$ cat config.mk
export PLATFORM = sky130hd
export DESIGN_NAME = palette_lut
export DESIGN_NICKNAME = d
export VERILOG_FILES = /design/src/rtl/vga_pkg.sv /design/src/rtl/palette_bank.sv /design/src/rtl/palette_lut.sv
export SDC_FILE = /design/constraint.sdc
export NUM_CORES = 1
export LEC_CHECK = 0
export CORE_MARGIN = 4
export CORE_UTILIZATION = 50
export CTS_CLUSTER_SIZE = 10
export DETAILED_ROUTE_END_ITERATION = 7
export DONT_BUFFER_PORTS = 1
export HOLD_SLACK_MARGIN = 0.02
export PLACE_DENSITY = 0.78
export SYNTH_ARGS = -nofsm -noshare
export SYNTH_HDL_FRONTEND = slang
export SYNTH_SLANG_ARGS = --single-unit
export TNS_END_PERCENT = 30
$ cat constraint.sdc
create_clock -name clk -period 5.5 [get_ports clk]
set_input_delay 0.275 -clock clk [delete_from_list [all_inputs] [get_ports clk]]
set_output_delay 0.275 -clock clk [all_outputs]
set_load 0.01 [all_outputs]
$ cat src/rtl/vga_pkg.sv
// Shared VGA palette types and the power-on palette contents.
package vga_pkg;

    localparam int PAL_IDX_W = 3;
    localparam int PAL_CH_W  = 8;

    typedef struct packed {
        logic [PAL_CH_W-1:0] r;
        logic [PAL_CH_W-1:0] g;
        logic [PAL_CH_W-1:0] b;
    } rgb_t;

    // 8-bit-per-channel reference colours; anything past entry 7 is black.
    function automatic logic [23:0] default_rgb24(input int idx);
        logic [23:0] c;
        case (idx)
            0:       c = 24'h205CD0;
            1:       c = 24'hDBB369;
            2:       c = 24'h23CEE5;
            3:       c = 24'h14B5E1;
            4:       c = 24'hFFFFFF;
            5:       c = 24'h712E23;
            6:       c = 24'h2098DC;
            7:       c = 24'hFFFFFF;
            default: c = 24'h000000;
        endcase
        return c;
    endfunction

    function automatic rgb_t default_palette(input int idx);
        return rgb_t'(default_rgb24(idx));
    endfunction

endpackage

$ cat src/rtl/palette_bank.sv
// Shadow and active palette tables with host write port and frame commit.
module palette_bank
    import vga_pkg::*;
#(
    parameter int IDX_W = PAL_IDX_W,
    parameter int CH_W  = PAL_CH_W
) (
    input  logic              clk,
    input  logic              rst_n,
    input  logic              frame_start,
    input  logic              wr_valid,
    output logic              wr_ready,
    input  logic [IDX_W-1:0]  wr_idx,
    input  logic [3*CH_W-1:0] wr_rgb,
    output logic              pending,
    input  logic [IDX_W-1:0]  rd_idx,
    output logic [3*CH_W-1:0] rd_rgb
);

    localparam int DEPTH = 2**IDX_W;

    logic [3*CH_W-1:0] r_shadow [DEPTH];
    logic [3*CH_W-1:0] r_active [DEPTH];
    logic              r_pending;
    logic              w_wr_fire;

    // MSB-align each 8-bit reference channel into CH_W bits.
    function automatic logic [3*CH_W-1:0] def_entry(input int i);
        logic [23:0]     c;
        logic [CH_W+7:0] t_r;
        logic [CH_W+7:0] t_g;
        logic [CH_W+7:0] t_b;
        c   = default_rgb24(i);
        t_r = {c[23:16], {CH_W{1'b0}}};
        t_g = {c[15:8],  {CH_W{1'b0}}};
        t_b = {c[7:0],   {CH_W{1'b0}}};
        return {t_r[CH_W+7 -: CH_W],
                t_g[CH_W+7 -: CH_W],
                t_b[CH_W+7 -: CH_W]};
    endfunction

    assign wr_ready  = rst_n & ~frame_start;
    assign w_wr_fire = wr_valid & wr_ready;
    assign pending   = r_pending;
    assign rd_rgb    = r_active[rd_idx];

    always_ff @(posedge clk) begin
        if (!rst_n) begin
            for (int i = 0; i < DEPTH; i++) begin
                r_shadow[i] <= def_entry(i);
                r_active[i] <= def_entry(i);
            end
            r_pending <= 1'b0;
        end else begin
            if (frame_start && r_pending) begin
                for (int i = 0; i < DEPTH; i++) begin
                    r_active[i] <= r_shadow[i];
                end
                r_pending <= 1'b0;
            end
            // Never coincides with a commit: wr_ready is low then.
            if (w_wr_fire) begin
                r_shadow[wr_idx] <= wr_rgb;
                r_pending        <= 1'b1;
            end
        end
    end

endmodule

$ cat src/rtl/palette_lut.sv
// Double-buffered colour palette lookup with 2-cycle pipeline and blanking.
module palette_lut
    import vga_pkg::*;
#(
    parameter int IDX_W = PAL_IDX_W,
    parameter int CH_W  = PAL_CH_W
) (
    input  logic              clk,
    input  logic              rst_n,
    input  logic              frame_start,
    input  logic              pix_valid,
    input  logic [IDX_W-1:0]  pix_idx,
    input  logic              blank,
    input  logic              wr_valid,
    output logic              wr_ready,
    input  logic [IDX_W-1:0]  wr_idx,
    input  logic [3*CH_W-1:0] wr_rgb,
    output logic              pending,
    output logic              out_valid,
    output logic [CH_W-1:0]   vga_r,
    output logic [CH_W-1:0]   vga_g,
    output logic [CH_W-1:0]   vga_b
);

    logic              r_s1_valid;
    logic [IDX_W-1:0]  r_s1_idx;
    logic              r_s1_blank;
    logic              r_s2_valid;
    logic [3*CH_W-1:0] r_s2_rgb;
    logic [3*CH_W-1:0] w_rd_rgb;

    palette_bank #(
        .IDX_W (IDX_W),
        .CH_W  (CH_W)
    ) u_bank (
        .clk         (clk),
        .rst_n       (rst_n),
        .frame_start (frame_start),
        .wr_valid    (wr_valid),
        .wr_ready    (wr_ready),
        .wr_idx      (wr_idx),
        .wr_rgb      (wr_rgb),
        .pending     (pending),
        .rd_idx      (r_s1_idx),
        .rd_rgb      (w_rd_rgb)
    );

    always_ff @(posedge clk) begin
        if (!rst_n) begin
            r_s1_valid <= 1'b0;
            r_s1_idx   <= '0;
            r_s1_blank <= 1'b0;
            r_s2_valid <= 1'b0;
            r_s2_rgb   <= '0;
        end else begin
            r_s1_valid <= pix_valid;
            r_s1_idx   <= pix_idx;
            r_s1_blank <= blank;
            r_s2_valid <= r_s1_valid;
            // Reads the pre-commit table on a commit edge.
            if (r_s1_valid && !r_s1_blank) begin
                r_s2_rgb <= w_rd_rgb;
            end else begin
                r_s2_rgb <= '0;
            end
        end
    end

    assign out_valid = r_s2_valid;
    assign vga_r     = r_s2_rgb[3*CH_W-1:2*CH_W];
    assign vga_g     = r_s2_rgb[2*CH_W-1:CH_W];
    assign vga_b     = r_s2_rgb[CH_W-1:0];

endmodule

After elaboration in Yosys (flattened, before gate mapping)
Memory sizes are Yosys's and may differ from the RTL's. A register that Yosys moved wholly into a read port is not among the register bits.
Cells that the tools add are included.
- logic and storage cells: 52
- bits in writable memories: 384
- bits in registers: 7
- bits of input ports: 36
- memories kept: 2
- output and inout bits: 27
- memory list (name ; words ; bits a word ; rd ports ; clocked after Yosys merged registers in ; wr ports ; RTL line ; source):
    u_bank.r_active ; 8 ; 24 ; 1 ; 1 ; 8 ; palette_bank.sv:23 ; logic [3*CH_W-1:0] r_active [DEPTH];
    u_bank.r_shadow ; 8 ; 24 ; 8 ; 0 ; 8 ; palette_bank.sv:22 ; logic [3*CH_W-1:0] r_shadow [DEPTH];
- muxes and demuxes: 27
- bitwise gates (word level): 11
- reductions and logical operators: 7
- operators by type and width (cell ; number):
    $mux W24 ; 16
    $reduce_or A24 Y1 ; 1
    $mux W1 ; 10
    $or A1 B1 Y1 ; 8
    $mux W3 ; 1
    $and A1 B1 Y1 ; 2
    $logic_and A1 B1 Y1 ; 2
    $logic_not A1 Y1 ; 2
    $reduce_and A2 Y1 ; 1
    $reduce_bool A2 Y1 ; 1
    $not A1 Y1 ; 1

Depth between registers and ports, before layout
Gate-level depths: netlist of run 1.
- word-level depth: 8
- gate-level depth with buffers: 5
- gate-level depth less buffers: 3

Modules after synthesis
Synthesis of run 1 repeated with hierarchy kept, for this count alone.
- cells, all modules: 1004
- area total of the unflattened synthesis: 16852.4 um^2
- modules (own cells, without submodules) (module ; times used ; seq. area each (um^2) ; area an instance (um^2) ; cells each):
    palette_bank ; 1 ; 11551.1 ; 15909.0 ; 937
    palette_lut ; 1 ; 600.6 ; 943.4 ; 67

Worst setup path before layout of run 1
Ideal clock, no wire load.
- kind: in2reg
- from: input rst_n
- to: memory u_bank.r_active[0][0] in the netlist's numbering, enable pin
- arrival time: 3.888 ns
- cell stages on the path: 3
- library setup time: 1.534 ns
- path buffers: 2
- required time: 3.966 ns
- slack: 0.079 ns
- path through: clkbuf_1 clkbuf_1 nand2_1
- RTL lines (what ; RTL line ; source):
    start: declaration ; palette_lut.sv:9 ; input logic rst_n,
    end: declaration ; palette_bank.sv:23 ;

==> impl_metrics.yaml, run 1 <==
placement:
  dp_hpwl_um: 21990
  gp_congestion: 0.7955
  io_buffers: 0
  placed_area_sq_um: 17060
yosys:
  ys_ff_latch: 415
  synth_top_area_share_pct: 69.03
  netlist_area_sq_um: 16700
  syn_inst: 1099
  yosys-top-cells-area: "edfxtp_1 (69%), nand2b_1 (8.1%), mux2_2 (4.9%)"
  yosysSeqAreaShare_pct: 72.74
  ys_types: 29
  avgSynthCellArea_sq_um: 15.20
  synth_largest_area_cell: "edfxtp_1"
  yosysWarnings: 0
  syn_nets: 1135
global_routing:
  antenna_found_initial: 1
  grt_use_met1_pct: 26.06
  grt_max_degree: 193
  grt_use_total_pct: 20.16
  grtUsageMet3_pct: 2.691
  grt_pass1_vias: 9093
  busiest_layer: "met2"
  grt.overflow.total: 0
  grt_pass1_wl_um: 55380
  grt_util_met2_pct: 35.62
floorplan:
  die_h_um: 190.8
  dieWidth_um: 190.8
  die-area_sq_um: 36400
  rows: 66
  core_sq_um: 32780
  ioPinCount: 63
  start_util_pct: 50.95
timing:
  worst_clock_skew_ns: 0.02302
  worst_pin_slew_ns: 1.233
  period_needed_ns: 2.495
  fin_setup_tns_ns: 0
  clock.fmax_mhz: 400.8
  slew_viol_final: 0
  slew_headroom_pct: 17.82
  setup_violations: 0
  hold_violations: 0
  period_share_pct: 45.37
  rsz0062_at_grt: "no"
setup_path:
  critPathMaxFanout: 26
  slowest_delay_ns: 1.01
  crit_family: "simple AND/OR/NAND/NOR gates"
  startpoint: "wr_idx[2]"
  worst-path-buf-inv: 0
  end_kind: "flop"
  path_cells: "and2b_1 > and2_1 > nand2b_1"
  critPathLaunchType: "input port"
  worstPathArrival_ns: 2.65
  r2r_start: "u_bank.pending"
  r2r.worst_path.cells: 3
  timing.reg2reg.setup_slack_ns: 3.04
  path_depth: 3
  cp_slowest_cell: "nand2b_1"
  required_ns: 5.66
  critPathKind: "in2reg"
  r2r-end: "u_bank.r_active[2][15]"
  crit_end: "u_bank.r_shadow[2][19]"
power_and_ir_drop:
  ir_worst_vdd_mv: 0.2505
  power.density_nw_per_um2: 359.4
  leakagePower_nw: 6.136
  combPwrFrac_pct: 4.6
  p_switching_mw: 1.401
  power.internal_mw: 5.332
  p_seq_share_pct: 54.2
  clkPwrFrac_pct: 41.2
  netSwitchingFraction_pct: 20.80
layout:
  finalNetCount: 1163
  final_core_util_pct: 57.13
  area_growth_pct: 12.12
  layout-drive-gt1-share_pct: 13.18
  stdcell_area_sq_um: 18730
clock_tree:
  clock-root-buffer: "clkbuf_16"
  cts_tree: "done"
  worstSkewPairLatency_ns: 0.55
  htreeDepth: 2
  cts.repair.resized: 0
  cts_buffers: 47
  clk_pin_slew_ns: 0.05
  cts_max_path_buffers: 3
  post_cts.repair.setup_buffers: 0
  clock_sinks: 415
route:
  dr.pass1.iters: 5
  drt-vias-per-instance: 5.555
  drt-initial-drc-count: 771
  vias: 8910
  drc: 0
  detail-route-antenna-nets: 0
  drt-total-wl_um: 36520
  post_drt_wl_per_cell_um: 22.77
min_path:
  hp-class: "in2reg"
flow_run:
  drv_cap: 0
run_status:
  outcome: "completed"
[area by class of cell]
type | instances | area, sq um
fillers | 2470 | 14050
flip-flops and latches | 415 | 12160
multi-input cells | 613 | 4193
clock buffers | 80 | 1321
well taps | 442 | 553.0
repair buffers | 50 | 475.5
clock inverters | 3 | 28.78
diodes | 1 | 2.502
[stage by stage]
step	setup WS (ns)	instances	hold slack, ns	total power, mW
floorplan	0.07855	1099	0.3852	3.897
global placement	2.637	1489	0.3927	3.961
detailed placement	2.497	1489	0.3896	3.971
CTS	2.994	1603	0.05204	6.761
global route	2.879	1604	0.04780	6.934
finish	3.005	1604	0.04584	6.732
[state kept, by name, summed over array words and instances, names as in the netlist]
register         count
out_valid            1
r_s1_blank           1
r_s1_idx             3
r_s1_valid           1
r_s2_rgb            24
u_bank.pending       1
u_bank.r_active    192
u_bank.r_shadow    192
[layout by cell type, fill, tap and decap left out, types with 2 or more instances in the layout]
cell,netlist,layout
nor3_1,24,24
o22ai_1,24,24
edfxtp_1,384,384
dfxtp_1,31,30
o21ai_0,24,24
clkbuf_1,38,32
and2_1,101,101
and2b_1,2,2
buf_12,0,2
nor2b_1,25,25
clkbuf_16,0,48
or2_1,20,20
nand2_1,4,3
and3_1,64,63
mux2_2,72,72
nand2b_1,215,215
dlygate4sd3_1,0,30
or2_2,5,5
a211oi_1,24,24
and3_4,1,2
buf_4,11,18
nand2_4,1,2
[logic make-up after synthesis]
logic type	synth area share, %
compound gates	2.741
buf+inv	2.232
flops	72.74
mux	4.854
simple gates	17.43
[synth_stat cells]
library cell and n:
nor2_1 1, edfxtp_1 384, buf_4 11, a211oi_1 24, and2b_1 2, buf_2 13, mux2_2 72, o22ai_1 24
and2_1 101, and2_0 1, dfxtp_1 31, or2_2 5, and3_1 64, and4b_1 1, and3b_1 1, nor2b_1 25
and2_2 1, and4bb_1 1, nand2b_1 215, nand2_4 1, o21a_1 1, or2_1 20, buf_6 6, nor3_1 24
o21ai_0 24, nand2_1 4, clkbuf_1 38, and3_4 1, clkbuf_2 3
[how the worst min path moves through the flow]
stage,to,start,cells past startpoint
2_1_floorplan,u_bank.pending,wr_valid,1
3_3_place_gp,u_bank.pending,wr_valid,1
3_5_place_dp,u_bank.pending,wr_valid,1
4_1_cts,u_bank.pending,frame_start,2
5_1_grt,u_bank.pending,frame_start,2
6_report,u_bank.pending,frame_start,2
[power by group through the flow]
stage / logic (mW) / registers, mW / clock network (mW)
2_1_floorplan: 0.198 / 3.70 / 0
3_3_place_gp: 0.252 / 3.71 / 0
3_5_place_dp: 0.258 / 3.71 / 0
4_1_cts: 0.309 / 3.65 / 2.80
5_1_grt: 0.330 / 3.66 / 2.95
6_report: 0.307 / 3.65 / 2.78
[timing repair]
action | in CTS | in global routing
endpoints found under the hold margin | 247 | 0
hold buffers | 31 | 0
setup endpoints to repair | 0 | 0
[worst register-to-register path: stages, from the launching register on]
cell	delay [ns]
dfxtp_1	0.53
and3_4	0.68
buf_4	0.77
nand2b_1	0.20
[layer usage]
layer / share of wire, % / vias to the layer above
li1: - / 4021
met1: 40 / 4490
met2: 53 / 341
met3: 5.8 / 58
met4: 2.1 / 0
met5: 0 / -
No activity file was read; power rests on OpenSTA's default activity.
==> run 2, diff against run 1 <==
ABC_AREA = 1   (was default)
clock period = 2.2 ns   (was 5.5 ns; I/O delays follow)
==> impl_metrics.yaml, run 2 <==
placement:
  placedCellCount: 2052
  dp_slack_ns: 0.3763
  gp_congestion: 0.8082
  io_buffers: 0
  dp_hpwl_um: 23730
layout:
  finalNetCount: 1731
  largest_registers: "u_bank.r_active (192), u_bank.r_shadow (192), r_s2_rgb (24)"
  area_growth_pct: 14.53
  final_core_util_pct: 58.49
  most-common-layout-cells: "nand2_1 (390), edfxtp_1 (384), inv_1 (308)"
  layout_commonest_cell: "nand2_1"
  diodes: 0
  stdcell_count: 2180
  layout-drive-gt1-share_pct: 13.39
yosys:
  synth-main-ff-cell: "edfxtp_1"
  yosysSeqAreaShare_pct: 70.43
  synth_top_area_share_pct: 66.84
  avgSynthCellArea_sq_um: 10.58
  synth_most_common_cell: "nand2_1"
  synth_edf_count: 384
  netlist_area_sq_um: 17250
  synth_largest_area_cell: "edfxtp_1"
  syn_inst: 1631
  yosys-top-cells-area: "edfxtp_1 (67%), nand2_1 (8.5%), inv_1 (6.7%)"
  ys_types: 19
  ys_ff_latch: 415
  syn_nets: 1667
  yosysWarnings: 0
  synthArstFlopShare_pct: 0
  synth_commonest_cells: "nand2_1 (391), edfxtp_1 (384), inv_1 (308)"
setup_path:
  crit_family: "buffers and inverters"
  cp_slowest_cell: "dlygate4sd3_1"
  worstPathArrival_ns: 2.21
  critPathLaunchType: "input port"
  slowest_delay_ns: 0.58
  critPathKind: "in2reg"
  required_ns: 2.39
  end_kind: "flop"
  critPathMaxFanout: 27
  worst-path-buf-inv: 5
  path_cells: "dlygate4sd3_1 > buf_12 > inv_2 > nor2_4 > nand2_2 > nor2_2 > inv_1 > o21ai_2 > buf_4"
route:
  dr.pass1.iters: 5
  vias: 11220
  post_drt_wl_per_cell_um: 18.79
  drt-total-wl_um: 40960
  drt-initial-drc-count: 1180
  drt-vias-per-instance: 5.146
  drc: 0
  detail-route-antenna-nets: 0
power_and_ir_drop:
  clkPwrFrac_pct: 41.3
  combPwrFrac_pct: 5.6
  power.density_nw_per_um2: 868.1
  netSwitchingFraction_pct: 21.63
  p_seq_share_pct: 53.2
  leakagePower_nw: 8.360
  p_switching_mw: 3.711
  ir_worst_vdd_mv: 0.6676
  power.internal_mw: 13.44
  totalPowerFinal_mw: 17.15
run_status:
  outcome: "completed"
timing:
  clock.fmax_mhz: 496.4
  whs_ns: 0.03181
  period_needed_ns: 2.015
  period_share_pct: 91.58
  slew_viol_final: 0
  hold_violations: 0
  setup_violations: 0
  worst_clock_skew_ns: 0.01039
  rsz0062_at_grt: "no"
  worst_pin_slew_ns: 0.6213
  slew_headroom_pct: 58.58
  setup_slack_ns: 0.1853
clock_tree:
  cts_max_path_buffers: 3
  worstSkewPairLatency_ns: 0.54
  cts_tree: "done"
  clock_sinks: 415
  clk_pin_slew_ns: 0.06
  cts_buffers: 47
  htreeDepth: 2
  clock-root-buffer: "clkbuf_16"
floorplan:
  start_util_pct: 51.07
  ioPinCount: 63
  core_sq_um: 33780
  dieWidth_um: 193.8
  die_h_um: 193.8
  die-area_sq_um: 37540
  rows: 67
global_routing:
  grt_max_degree: 97
  grt_pass1_wl_um: 62980
  grt_use_total_pct: 21.53
  antenna_found_initial: 5
  grt.overflow.total: 0
  grt_pass1_vias: 11250
flow_run:
  drv_cap: 0
min_path:
  hp-class: "in2reg"
run 2: cell count changes after synthesis, sizes merged, moves of 22 or more:
cell / delta
mux2: -72
or2: +90
nand2b: -215
and3: -65
o21ai: -22
o22ai: -24
nand3: +121
nor2b: -25
nor2: +196
nor3: -24
a211oi: -24
and2: -103
nand2: +388
inv: +314
run 2: metrics by stage:
stage	instance area, sq um	setup TNS (ns)
6_report	19760	0
3_3_place_gp	17950	0
3_5_place_dp	17950	0
2_1_floorplan	17270	-13.37
5_1_grt	19760	0
4_1_cts	19760	0
run 2: timing repair:
item / CTS / global route
gates resized for setup: 0 / 0
endpoints found under the hold margin: 255 / 0
hold buffers: 42 / 0
buffers inserted: 0 / 0
run 2: area by class of cell:
| type | count | area (sq um) |
|---|---|---|
| clock buffers | 85 | 1371 |
| clock inverters | 1 | 5.005 |
| fillers | 2641 | 14020 |
| inverters | 315 | 1184 |
| multi-input cells | 828 | 3618 |
| flip-flops and latches | 415 | 12160 |
| well taps | 448 | 560.5 |
| repair buffers | 88 | 863.3 |
run 2: logic make-up after synthesis:
logic type / Yosys count / synth area share [%]
buffers and inverters: 388 / 8.746
AOI/OAI and AO/OA: 2 / 0.05802
DFF: 415 / 70.43
and+or+nand+nor: 826 / 20.76
run 2: path summary, 6_finish.rpt:
path / depth (start not counted) / slack [ns] / end / from
worst min register to register: 1 / 0.50 / u_bank.r_active[7][15] / u_bank.r_shadow[7][15]
worst max-delay path: 9 / 0.19 / u_bank.r_shadow[7][4] / rst_n
worst max register to register: 5 / 0.37 / u_bank.r_active[0][11] / u_bank.pending
worst min-delay path: 2 / 0.03 / u_bank.r_shadow[0][11] / rst_n
run 2: power by group through the flow:
| stage | Combinational (mW) | Sequential, mW | Clock, mW |
|---|---|---|---|
| floorplan | 0.573 | 9.23 | 0 |
| CTS | 0.952 | 9.12 | 7.16 |
| global placement | 0.834 | 9.26 | 0 |
| detailed placement | 0.868 | 9.28 | 0 |
| finish | 0.954 | 9.12 | 7.08 |
| global route | 1.05 | 9.15 | 7.50 |
run 2: layer usage:
| layer | GRT usage [%] | up-vias | wire (um) |
|---|---|---|---|
| li1 | - | 5206 | - |
| met2 | 35.74 | 510 | 19840 |
| met5 | 0 | - | 47 |
| met4 | 6.793 | 8 | 1074 |
| met3 | 4.188 | 99 | 4065 |
| met1 | 29.00 | 5395 | 15930 |
